File: config.mk
export PLATFORM = sky130hd
export DESIGN_NAME = muldiv_sequencer_flat
export DESIGN_NICKNAME = d
export VERILOG_FILES = /design/src/rtl/muldiv_sequencer_if.sv /design/src/rtl/muldiv_sequencer.sv /design/src/flat_wrapper.sv
export SDC_FILE = /design/constraint.sdc
export NUM_CORES = 1
export LEC_CHECK = 0
export ABC_CLOCK_PERIOD_IN_PS = 9750
export CAP_MARGIN = 20
export CORE_MARGIN = 8
export CORE_UTILIZATION = 55
export DETAILED_ROUTE_END_ITERATION = 8
export PLACE_DENSITY = 0.77
export REMOVE_ABC_BUFFERS = 1
export SLEW_MARGIN = 20
export SYNTH_ARGS = -nofsm -noshare
export SYNTH_HDL_FRONTEND = slang
export SYNTH_SLANG_ARGS = --single-unit
File: constraint.sdc
create_clock -name clk -period 9.75 [get_ports clk]
set_input_delay 1.95 -clock clk [delete_from_list [all_inputs] [get_ports clk]]
set_output_delay 1.95 -clock clk [all_outputs]
set_load 0.03 [all_outputs]
File: src/rtl/muldiv_sequencer_if.sv
// muldiv_sequencer_if
// Bundles the pipeline-side signals of the multiply/divide sequencer.
//   master : pipeline side, drives the execute-stage start/op/operands and
//            the decode-stage HI/LO demand, observes busy/stall/results.
//   slave  : the sequencer itself.
// Signals:
//   startE    execute stage holds mult/multu/div/divu
//   opE       00 mult, 01 multu, 10 div, 11 divu
//   srcaE     rs operand (multiplicand / dividend)
//   srcbE     rt operand (multiplier / divisor)
//   needhiloD decode holds mfhi, mflo or a muldiv instruction
//   busy      operation in progress
//   stallD    decode stall request to the hazard unit
//   hi, lo    HI/LO architectural registers
//   divzero   sticky flag: last divide had a zero divisor
interface muldiv_sequencer_if #(
  parameter int WIDTH = 32
);
  logic             startE;
  logic [1:0]       opE;
  logic [WIDTH-1:0] srcaE;
  logic [WIDTH-1:0] srcbE;
  logic             needhiloD;
  logic             busy;
  logic             stallD;
  logic [WIDTH-1:0] hi;
  logic [WIDTH-1:0] lo;
  logic             divzero;

  modport master (
    output startE, opE, srcaE, srcbE, needhiloD,
    input  busy, stallD, hi, lo, divzero
  );

  modport slave (
    input  startE, opE, srcaE, srcbE, needhiloD,
    output busy, stallD, hi, lo, divzero
  );
endinterface

File: src/rtl/muldiv_sequencer.sv
// muldiv_sequencer
// Iterative signed/unsigned multiply and divide unit owning the HI/LO pair.
// One bit is processed per cycle over WIDTH cycles on operand magnitudes;
// signs are applied in a final FIX cycle that also writes HI/LO.
// Ports:
//   clk    pipeline clock, rising edge
//   reset  synchronous, active-high; clears state, HI, LO and divzero
//   bus    muldiv_sequencer_if.slave (start/op/operands, needhiloD in;
//          busy, stallD, hi, lo, divzero out)
module muldiv_sequencer #(
  parameter int WIDTH = 32
) (
  input logic                clk,
  input logic                reset,
  muldiv_sequencer_if.slave  bus
);
  localparam int CW = $clog2(WIDTH);

  typedef enum logic [1:0] {
    IDLE = 2'd0,
    RUN  = 2'd1,
    FIX  = 2'd2
  } state_t;

  state_t           state_q, state_d;
  logic [CW-1:0]    cnt_q, cnt_d;
  // acc_hi holds P (multiply) or R (divide); acc_lo holds M or Q.
  logic [WIDTH-1:0] acc_hi_q, acc_hi_d;
  logic [WIDTH-1:0] acc_lo_q, acc_lo_d;
  // Multiplicand magnitude for multiplies, divisor magnitude for divides.
  logic [WIDTH-1:0] operand_q, operand_d;
  logic             is_div_q, is_div_d;
  logic             neg_lo_q, neg_lo_d;
  logic             neg_hi_q, neg_hi_d;
  logic [WIDTH-1:0] hi_q, hi_d;
  logic [WIDTH-1:0] lo_q, lo_d;
  logic             divzero_q, divzero_d;

  // Datapath intermediates
  logic             signed_op;
  logic             sign_a, sign_b;
  logic [WIDTH-1:0] mag_a, mag_b;
  logic [WIDTH:0]   mul_sum;
  logic [WIDTH:0]   rem_shift;
  logic [WIDTH+1:0] trial;
  logic             borrow;
  logic [2*WIDTH-1:0] product;

  always_ff @(posedge clk) begin
    if (reset) begin
      state_q   <= IDLE;
      cnt_q     <= '0;
      acc_hi_q  <= '0;
      acc_lo_q  <= '0;
      operand_q <= '0;
      is_div_q  <= 1'b0;
      neg_lo_q  <= 1'b0;
      neg_hi_q  <= 1'b0;
      hi_q      <= '0;
      lo_q      <= '0;
      divzero_q <= 1'b0;
    end else begin
      state_q   <= state_d;
      cnt_q     <= cnt_d;
      acc_hi_q  <= acc_hi_d;
      acc_lo_q  <= acc_lo_d;
      operand_q <= operand_d;
      is_div_q  <= is_div_d;
      neg_lo_q  <= neg_lo_d;
      neg_hi_q  <= neg_hi_d;
      hi_q      <= hi_d;
      lo_q      <= lo_d;
      divzero_q <= divzero_d;
    end
  end

  always_comb begin
    state_d   = state_q;
    cnt_d     = cnt_q;
    acc_hi_d  = acc_hi_q;
    acc_lo_d  = acc_lo_q;
    operand_d = operand_q;
    is_div_d  = is_div_q;
    neg_lo_d  = neg_lo_q;
    neg_hi_d  = neg_hi_q;
    hi_d      = hi_q;
    lo_d      = lo_q;
    divzero_d = divzero_q;

    // opE[0]=0 selects the signed variants. The most negative value maps to
    // its own bit pattern, which read unsigned is the correct magnitude.
    signed_op = ~bus.opE[0];
    sign_a    = signed_op & bus.srcaE[WIDTH-1];
    sign_b    = signed_op & bus.srcbE[WIDTH-1];
    mag_a     = sign_a ? (~bus.srcaE + WIDTH'(1)) : bus.srcaE;
    mag_b     = sign_b ? (~bus.srcbE + WIDTH'(1)) : bus.srcbE;

    // Shift-add step: carry out of P becomes the new top bit of P.
    mul_sum   = {1'b0, acc_hi_q} + (acc_lo_q[0] ? {1'b0, operand_q} : '0);

    // Restoring step: the shifted remainder needs one extra bit, and the
    // subtraction one more for the borrow.
    rem_shift = {acc_hi_q, acc_lo_q[WIDTH-1]};
    trial     = {1'b0, rem_shift} - {2'b00, operand_q};
    borrow    = trial[WIDTH+1];

    product   = {acc_hi_q, acc_lo_q};
    if (neg_lo_q) begin
      product = ~product + (2*WIDTH)'(1);
    end

    unique case (state_q)
      IDLE: begin
        if (bus.startE) begin
          state_d  = RUN;
          cnt_d    = '0;
          is_div_d = bus.opE[1];
          neg_lo_d = sign_a ^ sign_b;
          neg_hi_d = bus.opE[1] ? sign_a : (sign_a ^ sign_b);
          acc_hi_d = '0;
          if (bus.opE[1]) begin
            acc_lo_d  = mag_a;
            operand_d = mag_b;
          end else begin
            acc_lo_d  = mag_b;
            operand_d = mag_a;
          end
        end
      end

      RUN: begin
        cnt_d = cnt_q + CW'(1);
        if (is_div_q) begin
          acc_hi_d = borrow ? rem_shift[WIDTH-1:0] : trial[WIDTH-1:0];
          acc_lo_d = {acc_lo_q[WIDTH-2:0], ~borrow};
        end else begin
          acc_hi_d = mul_sum[WIDTH:1];
          acc_lo_d = {mul_sum[0], acc_lo_q[WIDTH-1:1]};
        end
        if (cnt_q == CW'(WIDTH-1)) begin
          state_d = FIX;
        end
      end

      FIX: begin
        state_d = IDLE;
        if (is_div_q) begin
          // A zero divisor leaves the raw all-ones quotient and the dividend
          // magnitude in place, with no sign correction.
          if (operand_q == '0) begin
            lo_d      = acc_lo_q;
            hi_d      = acc_hi_q;
            divzero_d = 1'b1;
          end else begin
            lo_d      = neg_lo_q ? (~acc_lo_q + WIDTH'(1)) : acc_lo_q;
            hi_d      = neg_hi_q ? (~acc_hi_q + WIDTH'(1)) : acc_hi_q;
            divzero_d = 1'b0;
          end
        end else begin
          hi_d = product[2*WIDTH-1:WIDTH];
          lo_d = product[WIDTH-1:0];
        end
      end

      default: begin
        state_d = IDLE;
      end
    endcase
  end

  assign bus.busy    = (state_q != IDLE);
  assign bus.stallD  = bus.busy & bus.needhiloD;
  assign bus.hi      = hi_q;
  assign bus.lo      = lo_q;
  assign bus.divzero = divzero_q;

endmodule

File: src/flat_wrapper.sv
// flat-port wrapper written by rule: the top's interface ports become plain ports
module muldiv_sequencer_flat 
#(
  parameter int WIDTH = 32
)
  (clk, reset, bus_startE, bus_opE, bus_srcaE, bus_srcbE, bus_needhiloD, bus_busy, bus_stallD, bus_hi, bus_lo, bus_divzero);
  muldiv_sequencer_if #(.WIDTH(WIDTH)) bus_i ();
  input logic clk;
  input logic reset;
  input wire logic [$bits(bus_i.startE)-1:0] bus_startE;
  input wire logic [$bits(bus_i.opE)-1:0] bus_opE;
  input wire logic [$bits(bus_i.srcaE)-1:0] bus_srcaE;
  input wire logic [$bits(bus_i.srcbE)-1:0] bus_srcbE;
  input wire logic [$bits(bus_i.needhiloD)-1:0] bus_needhiloD;
  output wire logic [$bits(bus_i.busy)-1:0] bus_busy;
  output wire logic [$bits(bus_i.stallD)-1:0] bus_stallD;
  output wire logic [$bits(bus_i.hi)-1:0] bus_hi;
  output wire logic [$bits(bus_i.lo)-1:0] bus_lo;
  output wire logic [$bits(bus_i.divzero)-1:0] bus_divzero;
  assign bus_i.startE = bus_startE;
  assign bus_i.opE = bus_opE;
  assign bus_i.srcaE = bus_srcaE;
  assign bus_i.srcbE = bus_srcbE;
  assign bus_i.needhiloD = bus_needhiloD;
  assign bus_busy = bus_i.busy;
  assign bus_stallD = bus_i.stallD;
  assign bus_hi = bus_i.hi;
  assign bus_lo = bus_i.lo;
  assign bus_divzero = bus_i.divzero;
  muldiv_sequencer #(.WIDTH(WIDTH)) u_core (.clk(clk), .reset(reset), .bus(bus_i));
endmodule
==> out/qor.txt, run 1 <==
Status: finished, final reports clean
Placed Instances: 2,209
Post-synth top area share: 24.7%
Crit Path Category: in -> out
Setup WS post-layout: 4.60 ns
P&R area growth vs syn: 15.2%
Area contributors post-synth: dfxtp_1 (25%), ha_1 (6.3%), xor2_1 (5.7%)
Fin Clk Skew: 0.0153 ns
Cts hold-fix bufs: 0
CP required: 7.80 ns
FF-to-FF Start: u_core.acc_lo_q[0]
Flop pwr share: 38.6%
Commonest cells in the netlist: nor2_1 (208), nand2_1 (183), dfxtp_1 (171), a21oi_1 (145), o21ai_0 (102)
Max cap viols: 0
# diodes: 0
Top-Level Pins: 137
Reg2Reg Depth: 13
Max VDD drop: 0.110 mV
Cell count after synthesis: 1,829
Period utilization: 52.9%
Setup bufs post-CTS: 0
Cell-internal power: 0.00130 W
EDFF count, synth: 0
Routability congestion estimate from global placement: 0.971
Critical Path Start Type: input port
Vias in the first global route: 13,600
Chip Width: 175 um
Final #Nets: 2,041
Post-Route WL: 47.7 mm
Detail Placement HPWL: 36.4 mm
Longest Clk Path Bufs: 2
Post-Layout Inst Area: 16,000 um^2
WHS Endpoint: u_core.bus.hi[25]
Die height: 175 um
Worst EP arrival: 3.20 ns
Clock share of power: 33.8%
Synth area leader: dfxtp_1
R2r setup slk: 5.66 ns
Sequential share of the synthesized area: 24.7%
Final Non-Filler Cells: 2,242
Grt ovf: 0
Slew Viols, Final: 0
Worst slew pin tran: 1.02 ns
Share of cells above drive strength 1: 4.86%
Via Count: 14,200
Post-layout util: 63.9%
Fin crit period: 5.15 ns
DRC violations left: 0
Hold Fails Final Rpt: 0
Net Switching: 0.000701 W
Pin count of the biggest net entering global routing: 77
CTS tree: done
Cell Pwr Density: 125 nW/um^2
Vias per cell: 6.34
RSZ-0062 raised after global routing: no
First-pass GRT wire length: 75.2 mm
Synth Flop Type: dfxtp_1
Mapped cell area: 13,800 um^2
Max-slew headroom: 32.1%
Crit-path max FO: 1
Clock Sinks: 171
P_leak: 6.00 nW
Num CTS Buffers: 17
Die area: 30,500 um^2
Core Area: 25,000 um^2
Post-Syn Area per Cell: 7.57 um^2
Warnings, synthesis: 0
CTS resizes: 0
Post-DRT Antenna Nets: 0
Final setup viols: 0
Fmax: 194 MHz
Dpl cell area: 15,400 um^2
Worst-Skew Late Latency: 0.44 ns
Count of input and output buffers: 136
Yosys reg bits: 171
Cell Rows: 58
Sw Ratio: 35.0%
Post-synth cell types: 84
Initial antenna violation count: 0
GRT Util Overall: 30.4%
Clk root buf: clkbuf_16
Synth async-reset ratio: 0%
H-Tree Depth: 4
Pre-CTS setup slack: 4.59 ns
Final TNS setup: 0 ns
Clock transition at the registers of the reported paths: 0.07 ns
Initial DRT Pass Iterations: 8
Fillers: 2,303
Hold Crit Class: reg -> reg
Hold Startpoint: u_core.bus.hi[25]
Most numerous cell in the Yosys netlist: nor2_1
Hold Path Depth: 2
Initial core utilization: 55.5%
Wire per inst: 21.3 um
Logic pwr share: 27.6%
Reg-to-Reg End: u_core.acc_hi_q[31]
Crit path capture type: primary output
DR iter-0 viols: 1,453
## stage by stage
step           power [W]  hold WS [ns]
2_1_floorplan    0.00113         0.424
3_3_place_gp     0.00132         0.437
3_5_place_dp     0.00132         0.442
4_1_cts          0.00199         0.454
5_1_grt          0.00209         0.476
6_report         0.00200         0.449
## power by group through the flow
stage          clock (W)  sequential (W)  combinational [W]
2_1_floorplan          0        0.000773           0.000354
3_3_place_gp           0        0.000786           0.000530
3_5_place_dp           0        0.000787           0.000535
4_1_cts         0.000681        0.000771           0.000538
5_1_grt         0.000715        0.000776           0.000600
6_report        0.000676        0.000773           0.000552
## worst max-delay path, cell delays in order
cell	delay (ns)
clkdlybuf4s50_1	0.44
nor2b_1	0.13
clkdlybuf4s50_1	0.68
## how the worst max path moves through the flow
stage                             start                  end  slack (ns)  depth (start not counted)
after CTS                 bus_needhiloD           bus_stallD        4.59                          3
after detailed placement  bus_needhiloD           bus_stallD        4.59                          3
after global placement    bus_needhiloD           bus_stallD        4.59                          3
after global routing      bus_needhiloD           bus_stallD        4.54                          3
final                     bus_needhiloD           bus_stallD        4.60                          3
after floorplan              bus_startE  u_core.acc_hi_q[28]        4.44                          4
## kinds of logic after synthesis
family	count (synthesis)	synth area share (%)
and+or+nand+nor	606	20.9
muxes	56	4.07
xor gates and xnor gates	168	10.6
adders and majority gates	72	6.61
buffers and inverters	176	4.98
AOI/OAI and AO/OA	580	28.1
DFF	171	24.7
## final cells by class
class                           count  area, um^2  area share [%]
Clock buffer                       20         447            2.80
Clock inverter                     12         114           0.714
Inverter                           69         259            1.62
Multi-Input combinational cell   1482        9760            61.2
Sequential cell                   171        3420            21.5
Tap cell                          330         413            2.59
Timing Repair Buffer              158        1540            9.65
## registers in the layout (all words and copies together), names as in the netlist, 2 cells and up
signal / count
u_core.cnt_q: 5
u_core.acc_hi_q: 32
u_core.acc_lo_q: 32
u_core.bus.lo: 32
u_core.operand_q: 32
u_core.state_q: 2
u_core.bus.hi: 32
## cell usage in the layout (no fill, tap or decap), drive strengths merged, types with 13 or more instances in the layout
master	instances
o211ai	33
inv	71
or4	16
a22oi	15
a211oi	92
mux2i	53
nor2b	13
a21oi	145
dfxtp	171
nor2	208
nand2	183
o31ai	30
buf	24
ha	70
nand2b	20
xor2	90
clkbuf	20
xnor2	78
nor3	33
clkdlybuf4s50	134
nor4	27
nand3	23
a21o	30
a31oi	15
o41ai	17
or3	24
o21ai	108
## metal layers
layer	track usage (%)	part of all wire, %
met5	0	0
met2	50.8	47
met3	5.89	7.0
met4	12.8	4.0
met1	37.6	42
(Power assumes the default switching activity.)
==> run 2, diff against run 1 <==
--- a/config.mk
+++ b/config.mk
@@ -5,7 +5,7 @@
 export SDC_FILE = /design/constraint.sdc
 export NUM_CORES = 1
 export LEC_CHECK = 0
-export ABC_CLOCK_PERIOD_IN_PS = 9750
+export ABC_CLOCK_PERIOD_IN_PS = 5100
 export CAP_MARGIN = 20
 export CORE_MARGIN = 8
 export CORE_UTILIZATION = 55
==> constraint.sdc (replaced) <==
create_clock -name clk -period 5.1 [get_ports clk]
set_input_delay 1.02 -clock clk [delete_from_list [all_inputs] [get_ports clk]]
set_output_delay 1.02 -clock clk [all_outputs]
set_load 0.03 [all_outputs]
==> run 2 against run 1 <==
Effect of this change: non-clock buffer count unchanged; critical path depth up 4; via count up 0.57%; count of clock-buffer cells in the layout down 1; clock power up 94%; global-route usage up 0.47 points; core utilization about the same; sequential share of layout area about the same; cell area about the same; die area unchanged.
==> out/qor.txt, run 2 (synthesis results as in run 1) <==
Status: finished, final reports clean (unchanged)
Initial antenna violation count: 2 (was 0)
Longest Clk Path Bufs: 2 (unchanged)
H-Tree Depth: 4 (unchanged)
Logic pwr share: 27.3% (was 27.6%)
Vias in the first global route: 13,700 (was 13,600)
Grt ovf: 0 (unchanged)
Cts hold-fix bufs: 0 (unchanged)
Pin count of the biggest net entering global routing: 83 (was 77)
Crit Path Category: reg -> reg (was in -> out)
RSZ-0062 raised after global routing: no (unchanged)
Cell Rows: 58 (unchanged)
DRC violations left: 0 (unchanged)
Cell Pwr Density: 241 nW/um^2 (was 125 nW/um^2)
Slew Viols, Final: 0 (unchanged)
Placed Instances: 2,210 (was 2,209)
Routability congestion estimate from global placement: 0.972 (was 0.971)
Die area: 30,500 um^2 (unchanged)
DR iter-0 viols: 1,327 (was 1,453)
Total power: 0.00384 W (was 0.00200 W)
Worst slew pin tran: 1.08 ns (was 1.02 ns)
Crit path capture type: register (was primary output)
Clk root buf: clkbuf_16 (unchanged)
P_leak: 6.00 nW (about the same)
Fin crit period: 3.98 ns
Worst-Skew Late Latency: 0.44 ns (about the same)
CP required: 5.44 ns (was 7.80 ns)
Vias per cell: 6.37 (was 6.34)
Hold Fails Final Rpt: 0 (unchanged)
Sw Ratio: 36.2% (was 35.0%)
Setup bufs post-CTS: 0 (unchanged)
Net Switching: 0.00139 W (was 0.000701 W)
Initial DRT Pass Iterations: 6 (was 8)
Post-Route WL: 48.7 mm (was 47.7 mm)
Min Hold Slack: 0.447 ns (was 0.449 ns)
CTS tree: done (unchanged)
Clock share of power: 34.2% (was 33.8%)
Max cap viols: 0 (unchanged)
Initial core utilization: 55.5% (unchanged)
Count of input and output buffers: 136 (unchanged)
Worst EP arrival: 4.32 ns (was 3.20 ns)
Clock Sinks: 171 (unchanged)
First-pass GRT wire length: 75.7 mm (was 75.2 mm)
Wire per inst: 21.7 um (was 21.3 um)
Num CTS Buffers: 17 (unchanged)
Post-DRT Antenna Nets: 0 (unchanged)
Period utilization: 78.1%
Most common cell after layout, fill and taps aside: nor2_1 (unchanged)
Share of cells above drive strength 1: 4.86% (unchanged)
Fmax: 251 MHz
Final TNS setup: 0 ns (unchanged)
Via Count: 14,300 (was 14,200)
Die height: 175 um (unchanged)
Clock transition at the registers of the reported paths: 0.08 ns (was 0.07 ns)
Final setup viols: 0 (unchanged)
Final Non-Filler Cells: 2,243 (was 2,242)
Top-Level Pins: 137 (unchanged)
P&R area growth vs syn: 15.2% (about the same)
Chip Width: 175 um (unchanged)
Core Area: 25,000 um^2 (unchanged)
Most frequent cells in the layout: nor2_1 (208), nand2_1 (182), dfxtp_1 (170) (was nor2_1 (207), nand2_1 (182), dfxtp_1 (170))
Detail Placement HPWL: 36.9 mm (was 36.4 mm)
Cell-internal power: 0.00245 W (was 0.00130 W)
Flop pwr share: 38.5% (was 38.6%)
Final #Nets: 2,041 (unchanged)
Max-slew headroom: 27.8% (was 32.1%)
CTS resizes: 0 (unchanged)
Hold Crit Class: reg -> reg (unchanged)
Fin Clk Skew: 0.0174 ns (was 0.0153 ns)
Critical Path Start Type: register (was input port)
Crit-path max FO: 8 (was 1)
GRT Util Overall: 30.8% (was 30.4%)
Max VDD drop: 0.219 mV (was 0.110 mV)
## run 2: cell count changes in the layout (fill, tap and decap cells not counted)
| cell | change |
|---|---|
| inv_6 | -2 |
| bufinv_16 | -1 |
| clkinv_2 | -2 |
| nor2_2 | -1 |
| nor2_1 | +1 |
| clkinv_8 | +1 |
| inv_8 | +5 |
| buf_16 | -1 |
| buf_12 | +1 |
| clkbuf_1 | -1 |
| diode_2 | +1 |
## run 2: worst max-delay path, stage by stage (launching register included)
cell	delay [ns]
dfxtp_1	0.42
or4_4	0.59
nor4_1	0.59
nor4b_2	0.82
a21oi_1	0.47
o41ai_1	0.60
xor2_1	0.12
a211oi_1	0.26
## run 2: power by group through the flow
stage                     Clock [W]  Combinational [W]  Sequential, W
after detailed placement          0            0.00102        0.00151
final                       0.00131            0.00105        0.00148
after global routing        0.00139            0.00113        0.00148
after global placement            0            0.00102        0.00150
after floorplan                   0           0.000677        0.00148
after CTS                   0.00133            0.00103        0.00147
## run 2: path summary, 6_finish.rpt
kind / start / endpoint / slack, ns / cells past startpoint
max: u_core.acc_lo_q[18] / u_core.bus.hi[27] / 1.12 / 7
min: u_core.bus.hi[24] / u_core.bus.hi[24] / 0.45 / 2
max reg2reg: u_core.acc_lo_q[18] / u_core.bus.hi[27] / 1.12 / 7
min reg2reg: u_core.bus.hi[24] / u_core.bus.hi[24] / 0.45 / 2
## run 2: metrics by stage
stage / setup WS, ns / utilization [%] / area, um^2
floorplan: 0.326 / - / 13400
global placement: 1.11 / 61.6 / 15400
detailed placement: 1.07 / 61.6 / 15400
CTS: 1.24 / 63.9 / 16000
global route: 0.927 / 63.9 / 16000
finish: 1.12 / 63.9 / 16000
## run 2: cell type report
cell class	count	area (um^2)
antenna	1	2.50
clock inverter	13	129
multi-input combinational	1482	9750
fill	2227	9010
clock buffer	19	443
inverter	69	259
sequential	171	3420
tap	330	413
timing repair buffer	158	1530
## run 2: per-layer routing
layer / GRT usage, % / part of all wire, % / up-vias
met5: 0 / 0.029 / -
met4: 15.3 / 4.7 / 2
met3: 5.27 / 7.1 / 129
met2: 52.2 / 47 / 631
met1: 37.3 / 41 / 6696
li1: - / - / 6836
